`config.mk`:
```
export PLATFORM = sky130hd
export DESIGN_NAME = opcode_encoder
export DESIGN_NICKNAME = d
export VERILOG_FILES = /design/src/rtl/opcode_pkg.sv /design/src/rtl/opc_fifo.sv /design/src/rtl/opcode_encoder.sv
export SDC_FILE = /design/constraint.sdc
export NUM_CORES = 1
export LEC_CHECK = 0
export BUFFER_PORTS_ARGS = -buffer_cell sky130_fd_sc_hd__buf_2
export CAP_MARGIN = 20
export CORE_ASPECT_RATIO = 2
export CORE_UTILIZATION = 50
export CTS_CLUSTER_DIAMETER = 120
export DETAILED_ROUTE_END_ITERATION = 12
export GPL_TIMING_DRIVEN = 0
export PLACE_DENSITY = 0.72
export RECOVER_POWER = 100
export REMOVE_ABC_BUFFERS = 1
export SLEW_MARGIN = 20
export SYNTH_ARGS = -nofsm -noshare
export SYNTH_HDL_FRONTEND = slang
export SYNTH_SLANG_ARGS = --single-unit
```
`constraint.sdc`:
```
create_clock -name clk -period 8.6 [get_ports clk]
set_input_delay 0.86 -clock clk [delete_from_list [all_inputs] [get_ports clk]]
set_output_delay 0.86 -clock clk [all_outputs]
set_load 0.005 [all_outputs]
```
`src/rtl/opcode_pkg.sv`:
```
// rtl/opcode_pkg.sv - shared constants, types and helpers for the opcode encoder
//
// Purpose : opcode nibble constants, op_sel index constants, bus widths,
//           FIFO occupancy state type and a one-hot check helper.
// Ports   : none (package).
package opcode_pkg;

  localparam int OP_SEL_W = 23;
  localparam int OPC_W    = 8;
  localparam int FLD_W    = 4;
  localparam int IDX_W    = 5;

  // Upper opcode nibble per decoder group.
  localparam logic [3:0] OPC_SINGLE = 4'h0;
  localparam logic [3:0] OPC_SUB1   = 4'h1;
  localparam logic [3:0] OPC_SUBC   = 4'hC;
  localparam logic [3:0] OPC_D      = 4'hD;
  localparam logic [3:0] OPC_E      = 4'hE;
  localparam logic [3:0] OPC_SUBF   = 4'hF;

  // Direct-range selects map to op = index - 3.
  localparam logic [IDX_W-1:0] DIRECT_OFFSET = 5'd3;

  // op_sel bit indices.
  localparam logic [IDX_W-1:0] SEL_0  = 5'd0;
  localparam logic [IDX_W-1:0] SEL_1  = 5'd1;
  localparam logic [IDX_W-1:0] SEL_2  = 5'd2;
  localparam logic [IDX_W-1:0] SEL_3  = 5'd3;
  localparam logic [IDX_W-1:0] SEL_4  = 5'd4;
  localparam logic [IDX_W-1:0] SEL_5  = 5'd5;
  localparam logic [IDX_W-1:0] SEL_6  = 5'd6;
  localparam logic [IDX_W-1:0] SEL_7  = 5'd7;
  localparam logic [IDX_W-1:0] SEL_8  = 5'd8;
  localparam logic [IDX_W-1:0] SEL_9  = 5'd9;
  localparam logic [IDX_W-1:0] SEL_10 = 5'd10;
  localparam logic [IDX_W-1:0] SEL_11 = 5'd11;
  localparam logic [IDX_W-1:0] SEL_12 = 5'd12;
  localparam logic [IDX_W-1:0] SEL_13 = 5'd13;
  localparam logic [IDX_W-1:0] SEL_14 = 5'd14;
  localparam logic [IDX_W-1:0] SEL_15 = 5'd15;
  localparam logic [IDX_W-1:0] SEL_16 = 5'd16;
  localparam logic [IDX_W-1:0] SEL_17 = 5'd17;
  localparam logic [IDX_W-1:0] SEL_18 = 5'd18;
  localparam logic [IDX_W-1:0] SEL_19 = 5'd19;
  localparam logic [IDX_W-1:0] SEL_20 = 5'd20;
  localparam logic [IDX_W-1:0] SEL_21 = 5'd21;
  localparam logic [IDX_W-1:0] SEL_22 = 5'd22;

  typedef enum logic [1:0] {
    ST_EMPTY,
    ST_PARTIAL,
    ST_FULL
  } fifo_state_e;

  // Exactly one bit set: non-zero and clearing the lowest set bit leaves zero.
  function automatic logic is_onehot(input logic [OP_SEL_W-1:0] v);
    return (v != '0) && ((v & (v - 1'b1)) == '0);
  endfunction

endpackage

```
`src/rtl/opc_fifo.sv`:
```
// rtl/opc_fifo.sv - opcode byte FIFO with EMPTY/PARTIAL/FULL occupancy FSM
//
// Purpose : stores encoded bytes in acceptance order; head is shown
//           combinationally so a byte written on one edge is visible the
//           next cycle.
// Ports   : clk, reset (sync, active-high)
//           push, wdata  - write request/data (ignored when FULL)
//           pop          - read request (ignored when EMPTY)
//           rdata        - head byte
//           level        - stored byte count
//           state        - occupancy state
module opc_fifo
  import opcode_pkg::*;
#(
  parameter int DEPTH = 4,
  parameter int W     = 8,
  parameter int LVL_W = 3
) (
  input  logic             clk,
  input  logic             reset,
  input  logic             push,
  input  logic [W-1:0]     wdata,
  input  logic             pop,
  output logic [W-1:0]     rdata,
  output logic [LVL_W-1:0] level,
  output fifo_state_e      state
);

  localparam int PTR_W = LVL_W - 1;

  logic [W-1:0]     mem [DEPTH];
  logic [PTR_W-1:0] wr_ptr;
  logic [PTR_W-1:0] rd_ptr;
  logic             do_push;
  logic             do_pop;
  fifo_state_e      state_nxt;

  assign do_push = push && (state != ST_FULL);
  assign do_pop  = pop  && (state != ST_EMPTY);
  assign rdata   = mem[rd_ptr];

  // Storage has no reset; validity is tracked by level alone.
  always_ff @(posedge clk) begin
    if (!reset && do_push) begin
      mem[wr_ptr] <= wdata;
    end
  end

  // Pointers wrap naturally because DEPTH is a power of two.
  always_ff @(posedge clk) begin
    if (reset) begin
      wr_ptr <= '0;
      rd_ptr <= '0;
      level  <= '0;
      state  <= ST_EMPTY;
    end else begin
      state <= state_nxt;
      if (do_push) wr_ptr <= wr_ptr + PTR_W'(1);
      if (do_pop)  rd_ptr <= rd_ptr + PTR_W'(1);
      case ({do_push, do_pop})
        2'b10:   level <= level + LVL_W'(1);
        2'b01:   level <= level - LVL_W'(1);
        default: level <= level;
      endcase
    end
  end

  always_comb begin
    state_nxt = state;
    case (state)
      ST_EMPTY: begin
        if (do_push) state_nxt = ST_PARTIAL;
      end
      ST_PARTIAL: begin
        if (do_push && !do_pop && (level == LVL_W'(DEPTH - 1))) begin
          state_nxt = ST_FULL;
        end else if (do_pop && !do_push && (level == LVL_W'(1))) begin
          state_nxt = ST_EMPTY;
        end
      end
      ST_FULL: begin
        if (do_pop) state_nxt = ST_PARTIAL;
      end
      default: state_nxt = ST_EMPTY;
    endcase
  end

endmodule

```
`src/rtl/opcode_encoder.sv`:
```
// rtl/opcode_encoder.sv - one-hot operation select to opcode byte encoder with output FIFO
//
// Purpose : encodes a one-hot op_sel plus 4-bit field into {op, fld} bytes,
//           queues them in opc_fifo, flags invalid selects with err.
//           Optional OPENC_ERRCNT_EN adds a saturating err_count output.
// Ports   : clk, reset (sync, active-high)
//           in_valid/in_ready, op_sel[22:0], field[3:0] - producer side
//           out_valid/out_ready, out_opcode[7:0]        - consumer side
//           err   - one-cycle pulse after an invalid select is accepted
//           level - stored byte count
//           err_count[7:0] - only with OPENC_ERRCNT_EN
module opcode_encoder
  import opcode_pkg::*;
#(
  parameter int DEPTH = 4,
  parameter int LVL_W = 3
) (
  input  logic                clk,
  input  logic                reset,
  input  logic                in_valid,
  output logic                in_ready,
  input  logic [OP_SEL_W-1:0] op_sel,
  input  logic [FLD_W-1:0]    field,
  output logic                out_valid,
  input  logic                out_ready,
  output logic [OPC_W-1:0]    out_opcode,
  output logic                err,
  output logic [LVL_W-1:0]    level
`ifdef OPENC_ERRCNT_EN
  ,
  output logic [7:0]          err_count
`endif
);

  logic             accept;
  logic             pop;
  logic             sel_ok;
  logic             push;
  logic [IDX_W-1:0] sel_idx;
  logic [3:0]       enc_op;
  logic [FLD_W-1:0] enc_fld;
  logic [OPC_W-1:0] head;
  fifo_state_e      fifo_state;

  // in_ready looks at level only so it never combinationally follows out_ready.
  assign in_ready   = (level != LVL_W'(DEPTH));
  assign accept     = in_valid && in_ready;
  assign sel_ok     = is_onehot(op_sel);
  assign push       = accept && sel_ok;
  assign out_valid  = (fifo_state != ST_EMPTY);
  assign pop        = out_valid && out_ready;
  assign out_opcode = out_valid ? head : '0;

  // Index of the selected line; only meaningful when sel_ok.
  always_comb begin
    sel_idx = '0;
    for (int k = 0; k < OP_SEL_W; k++) begin
      if (op_sel[k]) sel_idx = IDX_W'(k);
    end
  end

  // Sub-coded groups share one op nibble and carry the line offset in fld[1:0].
  always_comb begin
    enc_op  = OPC_SINGLE;
    enc_fld = field;
    if (sel_idx == SEL_0) begin
      enc_op = OPC_SINGLE;
    end else if (sel_idx <= SEL_4) begin
      enc_op  = OPC_SUB1;
      enc_fld = {field[3:2], 2'(sel_idx - SEL_1)};
    end else if (sel_idx <= SEL_14) begin
      enc_op = 4'(sel_idx - DIRECT_OFFSET);
    end else if (sel_idx <= SEL_16) begin
      enc_op  = OPC_SUBC;
      enc_fld = {field[3:2], 2'(sel_idx - SEL_15)};
    end else if (sel_idx == SEL_17) begin
      enc_op = OPC_D;
    end else if (sel_idx == SEL_18) begin
      enc_op = OPC_E;
    end else begin
      enc_op  = OPC_SUBF;
      enc_fld = {field[3:2], 2'(sel_idx - SEL_19)};
    end
  end

  opc_fifo #(
    .DEPTH (DEPTH),
    .W     (OPC_W),
    .LVL_W (LVL_W)
  ) u_fifo (
    .clk   (clk),
    .reset (reset),
    .push  (push),
    .wdata ({enc_op, enc_fld}),
    .pop   (pop),
    .rdata (head),
    .level (level),
    .state (fifo_state)
  );

  // Invalid selects are consumed like valid ones but only raise err.
  always_ff @(posedge clk) begin
    if (reset) begin
      err <= 1'b0;
    end else begin
      err <= accept && !sel_ok;
    end
  end

`ifdef OPENC_ERRCNT_EN
  always_ff @(posedge clk) begin
    if (reset) begin
      err_count <= '0;
    end else if (err && (err_count != 8'hFF)) begin
      err_count <= err_count + 8'd1;
    end
  end
`endif

endmodule

```
Yosys cells after proc, flatten, opt, wreduce, memory -nomap -nowiden --
Memory sizes are Yosys's and may differ from the RTL's. A register that Yosys moved wholly into a read port is not among the register bits. Index checks and enable logic that the tools add are counted. Widths: inputs -> output; s select.
Storage, ports and cells: register bits 10, RAM bits 32, output and inout port bits 14, memories kept 1
Memory list:
- u_fifo.mem | words 4, bits a word 8, read ports 1, clocked after memory_dff 1, write ports 1, line opc_fifo.sv:31 | logic [W-1:0] mem [DEPTH];
Operators by class: $add $sub $neg 9, order comparisons 3, equal/unequal tests 13, multiplexer cells 45, bitwise logic cells 1, reduce and logical (&&, ||, !) cells 23
Operators with widths (count):
- $mux 5 | 21
- $mux 2 | 14
- $and 23x23->23 | 1
- $logic_not 23->1 | 1
- $reduce_bool 23->1 | 1
- $sub 23x1->23 const B | 1
- $logic_and 1x1->1 | 12
- $mux 4 | 3
- $eq 5x5->1 const B | 2
- $mux 8 | 1
- $pmux 2 s3 | 1
- $pmux 3 s2 | 1
- $le 5x3->1 const B | 1
- $le 5x4->1 const B | 1
- $le 5x5->1 const B | 1
- $logic_not 5->1 | 1
- $add 2x1->2 const B | 2
- $eq 2x1->1 const B | 2
- $eq 2x2->1 const B | 2
- $logic_not 1->1 | 4
- $mux 1 | 4
- $ne 2x1->1 const B | 2
- $reduce_bool 2->1 | 2
- $sub 2x2->2 const B | 2
- 11 further kinds | 11

Longest topological paths before layout --
word-level depth 29, depth in mapped cells 13, mapped depth without buffers 13

Hierarchy --
Synthesis repeated with hierarchy kept, for this count alone.
Unflattened totals: cells, all modules 263, area total of the unflattened synthesis 2752.6 um^2
Modules (own cells, without submodules):
- opc_fifo | instances 1, cells each 112, area each 1785.5 um^2, sequential area each 1181.1 um^2
- opcode_encoder | instances 1, cells each 151, area each 967.2 um^2, sequential area each 20.0 um^2

Worst setup path after synthesis --
No wires, ideal clock.
kind in2reg, from in op_sel[8], to reg u_fifo.state[0], setup time 0.086 ns, arrival time 3.404 ns, data required time 8.514 ns, path slack 5.110 ns, stages 10, path buffers 0, cells stage by stage or4_4 -> nor2_1 -> o22ai_1 -> or4_1 -> a211oi_2 -> nand4_2 -> ha_1 -> nor2b_1 -> a221o_1 -> a211oi_1
On the way: cells in the longest elaborated chain, start to end 11, elaborated cells on any way between the ends 17
RTL lines:
- start, declared | line opcode_encoder.sv:22 | input logic [OP_SEL_W-1:0] op_sel,
- $sub 23x1->23 | line opcode_pkg.sv:57 | return (v != '0) && ((v & (v - 1'b1)) == '0);
- $and 23x23->23 | line opcode_pkg.sv:57
- $logic_not 23->1 | line opcode_pkg.sv:57
- $logic_and 1x1->1 (*) | line opcode_pkg.sv:57
- $logic_and 1x1->1 (*) | line opcode_encoder.sv:49 | assign push = accept && sel_ok;
- $logic_and 1x1->1 (*) | line opc_fifo.sv:38 | assign do_push = push && (state != ST_FULL);
- $logic_not 1->1 | line opc_fifo.sv:77 | end else if (do_pop && !do_push && (level == LVL_W'(1))) begin
- $logic_and 1x1->1 (2 in series) | line opc_fifo.sv:77
- $ne 3x1->1 (no source line)
- $reduce_and 3->1 (no source line)
- end signal, assigned | line opc_fifo.sv:57 | state <= state_nxt;
- end, declared | line opc_fifo.sv:26 | output fifo_state_e state
Every way passes the cells marked *; elsewhere a longest branch is shown, timed or not. A chain may end at the register's enable or synchronous reset.

Worst setup path after layout --
from in op_sel[8], to mem u_fifo.mem[2][1], enable pin
On the way: cells in the longest elaborated chain, start to end 9, elaborated cells on any way between the ends 10
RTL lines:
- $sub 23x1->23 | line opcode_pkg.sv:57
- $and 23x23->23 | line opcode_pkg.sv:57
- $logic_not 23->1 | line opcode_pkg.sv:57
- $logic_and 1x1->1 (*) | line opcode_pkg.sv:57
- $logic_and 1x1->1 (*) | line opcode_encoder.sv:49
- $logic_and 1x1->1 (*) | line opc_fifo.sv:38
- $logic_and 1x1->1 (*) | line opc_fifo.sv:44 | if (!reset && do_push) begin
- $mux 1 (*) | line opc_fifo.sv:44
- $mux 1 (not written as such) (*) | line opc_fifo.sv:45 | mem[wr_ptr] <= wdata;
- end, declared | line opc_fifo.sv:31
Marks and branches as above.

==> flow_summary.yaml <==
synthesis:
  synth_area_leaders: "edfxtp_1, dfxtp_1, ha_1, mux4_2, nor2_1"
  synth_top_area_cell: "edfxtp_1"
  ys_warn_count: 0
  ys.flop_type: "edfxtp_1"
  synth_top_cell_area_share_pct: 37.0
  netlist_area_mm2: 0.00260
  synth_edf_count: 32
  ys_types: 57
  synth-seq-cells: 44
  yosysSeqAreaShare_pct: 46.2
  syn_inst: 239
  async_flop_share_pct: 0
  syn_area_per_cell_um2: 10.9
sta:
  tightest_slew_ns: 0.647
  finalCriticalPeriod_ns: 3.75
  slew_headroom_pct: 56.6
  period_share_pct: 43.6
  timing.fmax_mhz: 267
  timing.setup.tns_ns: 0
  hold_viol: 0
  rsz0062_at_grt: "no"
  drv_slew: 0
  finalSetupViolCount: 0
  final.setup_skew_ns: 0.00843
setup_path:
  reg2reg_from: "u_fifo.level[0]"
  cp_top_family: "simple AND/OR/NAND/NOR gates"
  cp-startpoint: "op_sel[8]"
  r2r-end: "u_fifo.mem[2][1]"
  r2r_slack_ns: 6.20
  crit_top_cell: "nor2_1"
  path_cells: "buf_2 > or4_4 > nor2_1 > o22ai_1 > or4_1 > a211oi_1 > nand4_1 > nor2_1 > and2_0"
  critPathKind: "input port to flop"
  startpoint_type: "input port"
  ff2ff_path_depth: 8
  max_stage_delay_ns: 0.55
  worstPathArrival_ns: 3.68
  crit_slowest_cell: "or4_4"
  cp.depth: 9
  crit_path_max_fanout: 8
  endpoint_kind: "flop"
  cp.required_ns: 8.53
  path_buf_inv: 1
  setup.worst_path.end: "u_fifo.mem[2][1]"
placed_design:
  dp_hpwl_mm: 4.08
  gp_congestion: 0.876
  portBuffers: 44
  dpl-instance-area_mm2: 0.00287
  placedCellCount: 335
floorplan:
  fp.dieH_um: 104
  fp.dieW_um: 53.0
  core_area_mm2: 0.00491
  rows: 36
  pin_count: 45
  start_util_pct: 52.9
  die-area_mm2: 0.00550
finish:
  final_area_mm2: 0.00294
  drive_above_1_share_pct: 19.9
  num-fill-cells: 461
  postLayoutCoreUtil_pct: 59.9
  area_growth_pct: 13.3
  antenna_cells: 0
  final_nets: 331
  final_cells: 343
global_route:
  grt_pass1_vias: 1919
  grt_usage_pct: 20.3
  grt_overflow: 0
  antenna_found_initial: 0
  grt_max_degree: 16
  grt_pass1_wl_mm: 8.22
min_path:
  min_path_type: "flop to flop"
  worstHoldStart: "u_fifo.rd_ptr[0]"
detailed_routing:
  drtAntennaViolNets: 0
  vias: 1954
  drtPass1Iterations: 4
  viasPerCell: 5.70
  postRouteWirelength_mm: 4.93
  drc: 0
  post_drt_wl_per_cell_um: 14.4
  drt-initial-drc-count: 31
clock_network:
  clk_pin_slew_ns: 0.08
  cts_root_buffer: "clkbuf_8"
  postCtsSetupBuffers: 0
  cts.htree.levels: 2
  max-clock-path-buffers: 2
  cts_resized: 0
  cts_sinks: 44
  insertion_delay_ns: 0.30
  cts_tree: "done"
  cts_buffers: 5
  hold_buffers: 0
power:
  p_total_mw: 0.418
  p_leak_nw: 1.14
  max-vdd-ir-drop_v: 0.000104
  power.density_mw_per_mm2: 142
job:
  maxCapViolCount: 0
run_status:
  status: "finished, final reports clean"
[sequential cells by signal, indices dropped and copies added, names as in the netlist, named ones only]
name / count
u_fifo.wr_ptr: 2
u_fifo.rd_ptr: 2
u_fifo.mem: 32
u_fifo.level: 3
u_fifo.state: 2
err: 1
[metrics by stage]
| step | setup WS [ns] | hold WS, ns |
|---|---|---|
| 3_5_place_dp | 4.73 | 0.528 |
| 3_3_place_gp | 4.74 | 0.510 |
| 6_report | 4.85 | 0.537 |
| 4_1_cts | 5.04 | 0.543 |
| 2_1_floorplan | 5.11 | 0.482 |
| 5_1_grt | 4.55 | 0.565 |
[area by class of cell]
type	instances	area, um2	share of cell area [%]
multi-input cells	176	1290	44.0
flip-flops and latches	44	1200	40.8
inverters	14	52.6	1.79
clock inverters	3	46.3	1.57
well taps	57	71.3	2.42
repair buffers	44	208	7.06
clock buffers	5	68.8	2.34
[worst min-delay path: stages (launching register included)]
cell and delay [ns]:
dfxtp_1 0.35, xor2_1 0.08, nor2_1 0.07
[where the power goes]
part	switching, mW	internal [mW]	total [mW]	leakage (nW)
clock network	0.0675	0.0873	0.155	0.0548
registers	0.000108	0.227	0.227	0.421
logic	0.0224	0.0141	0.0365	0.660
total	0.0900	0.328	0.418	1.14
[layout by cell type, fill, tap and decap left out, drive strengths merged, types with 4 or more instances in the layout]
master	Yosys	routed
and2	13	13
edfxtp	32	32
nor2b	5	5
ha	15	15
nand2	9	9
xor2	5	5
nor2	30	30
inv	14	15
o21ai	15	15
nor4	4	4
buf	0	34
dfxtp	12	12
nor3	11	11
mux4	8	8
clkbuf	5	15
a21oi	6	6
nand3	4	4
[worst min-delay path by stage]
| stage | depth (start not counted) | to |
|---|---|---|
| after CTS | 1 | u_fifo.state[0] |
| after floorplan | 1 | u_fifo.state[0] |
| after global routing | 2 | u_fifo.rd_ptr[0] |
| after detailed placement | 2 | u_fifo.rd_ptr[0] |
| after global placement | 2 | u_fifo.rd_ptr[1] |
| final | 2 | u_fifo.rd_ptr[0] |
[logic make-up after synthesis]
| kind of cell | count (synthesis) | share of synthesized area (%) |
|---|---|---|
| AOI/OAI and AO/OA | 53 | 14.6 |
| and+or+nand+nor | 90 | 18.6 |
| xor gates and xnor gates | 7 | 2.36 |
| muxes | 10 | 7.76 |
| DFF | 44 | 46.2 |
| adders and majority gates | 16 | 7.61 |
| buffers and inverters | 19 | 2.75 |
[cell usage after synthesis (6+ instances only)]
library cell	instances
nor2_1	29
inv_1	14
ha_1	15
nand2_1	9
dfxtp_1	12
nor3_1	10
and2_1	8
mux4_2	8
edfxtp_1	32
o21ai_0	15
a21oi_1	6
[per-layer routing]
| metal | global-route usage (%) | routed length [um] | part of all wire [%] | vias up |
|---|---|---|---|---|
| met2 | 39.2 | 2960 | 60 | 48 |
| li1 | - | - | - | 984 |
| met5 | 0 | 0 | 0 | - |
| met4 | 11.8 | 175 | 3.6 | 0 |
| met3 | 2.05 | 119 | 2.4 | 15 |
| met1 | 18.4 | 1670 | 34 | 907 |
Note: power is estimated with default switching activity, not from simulation.
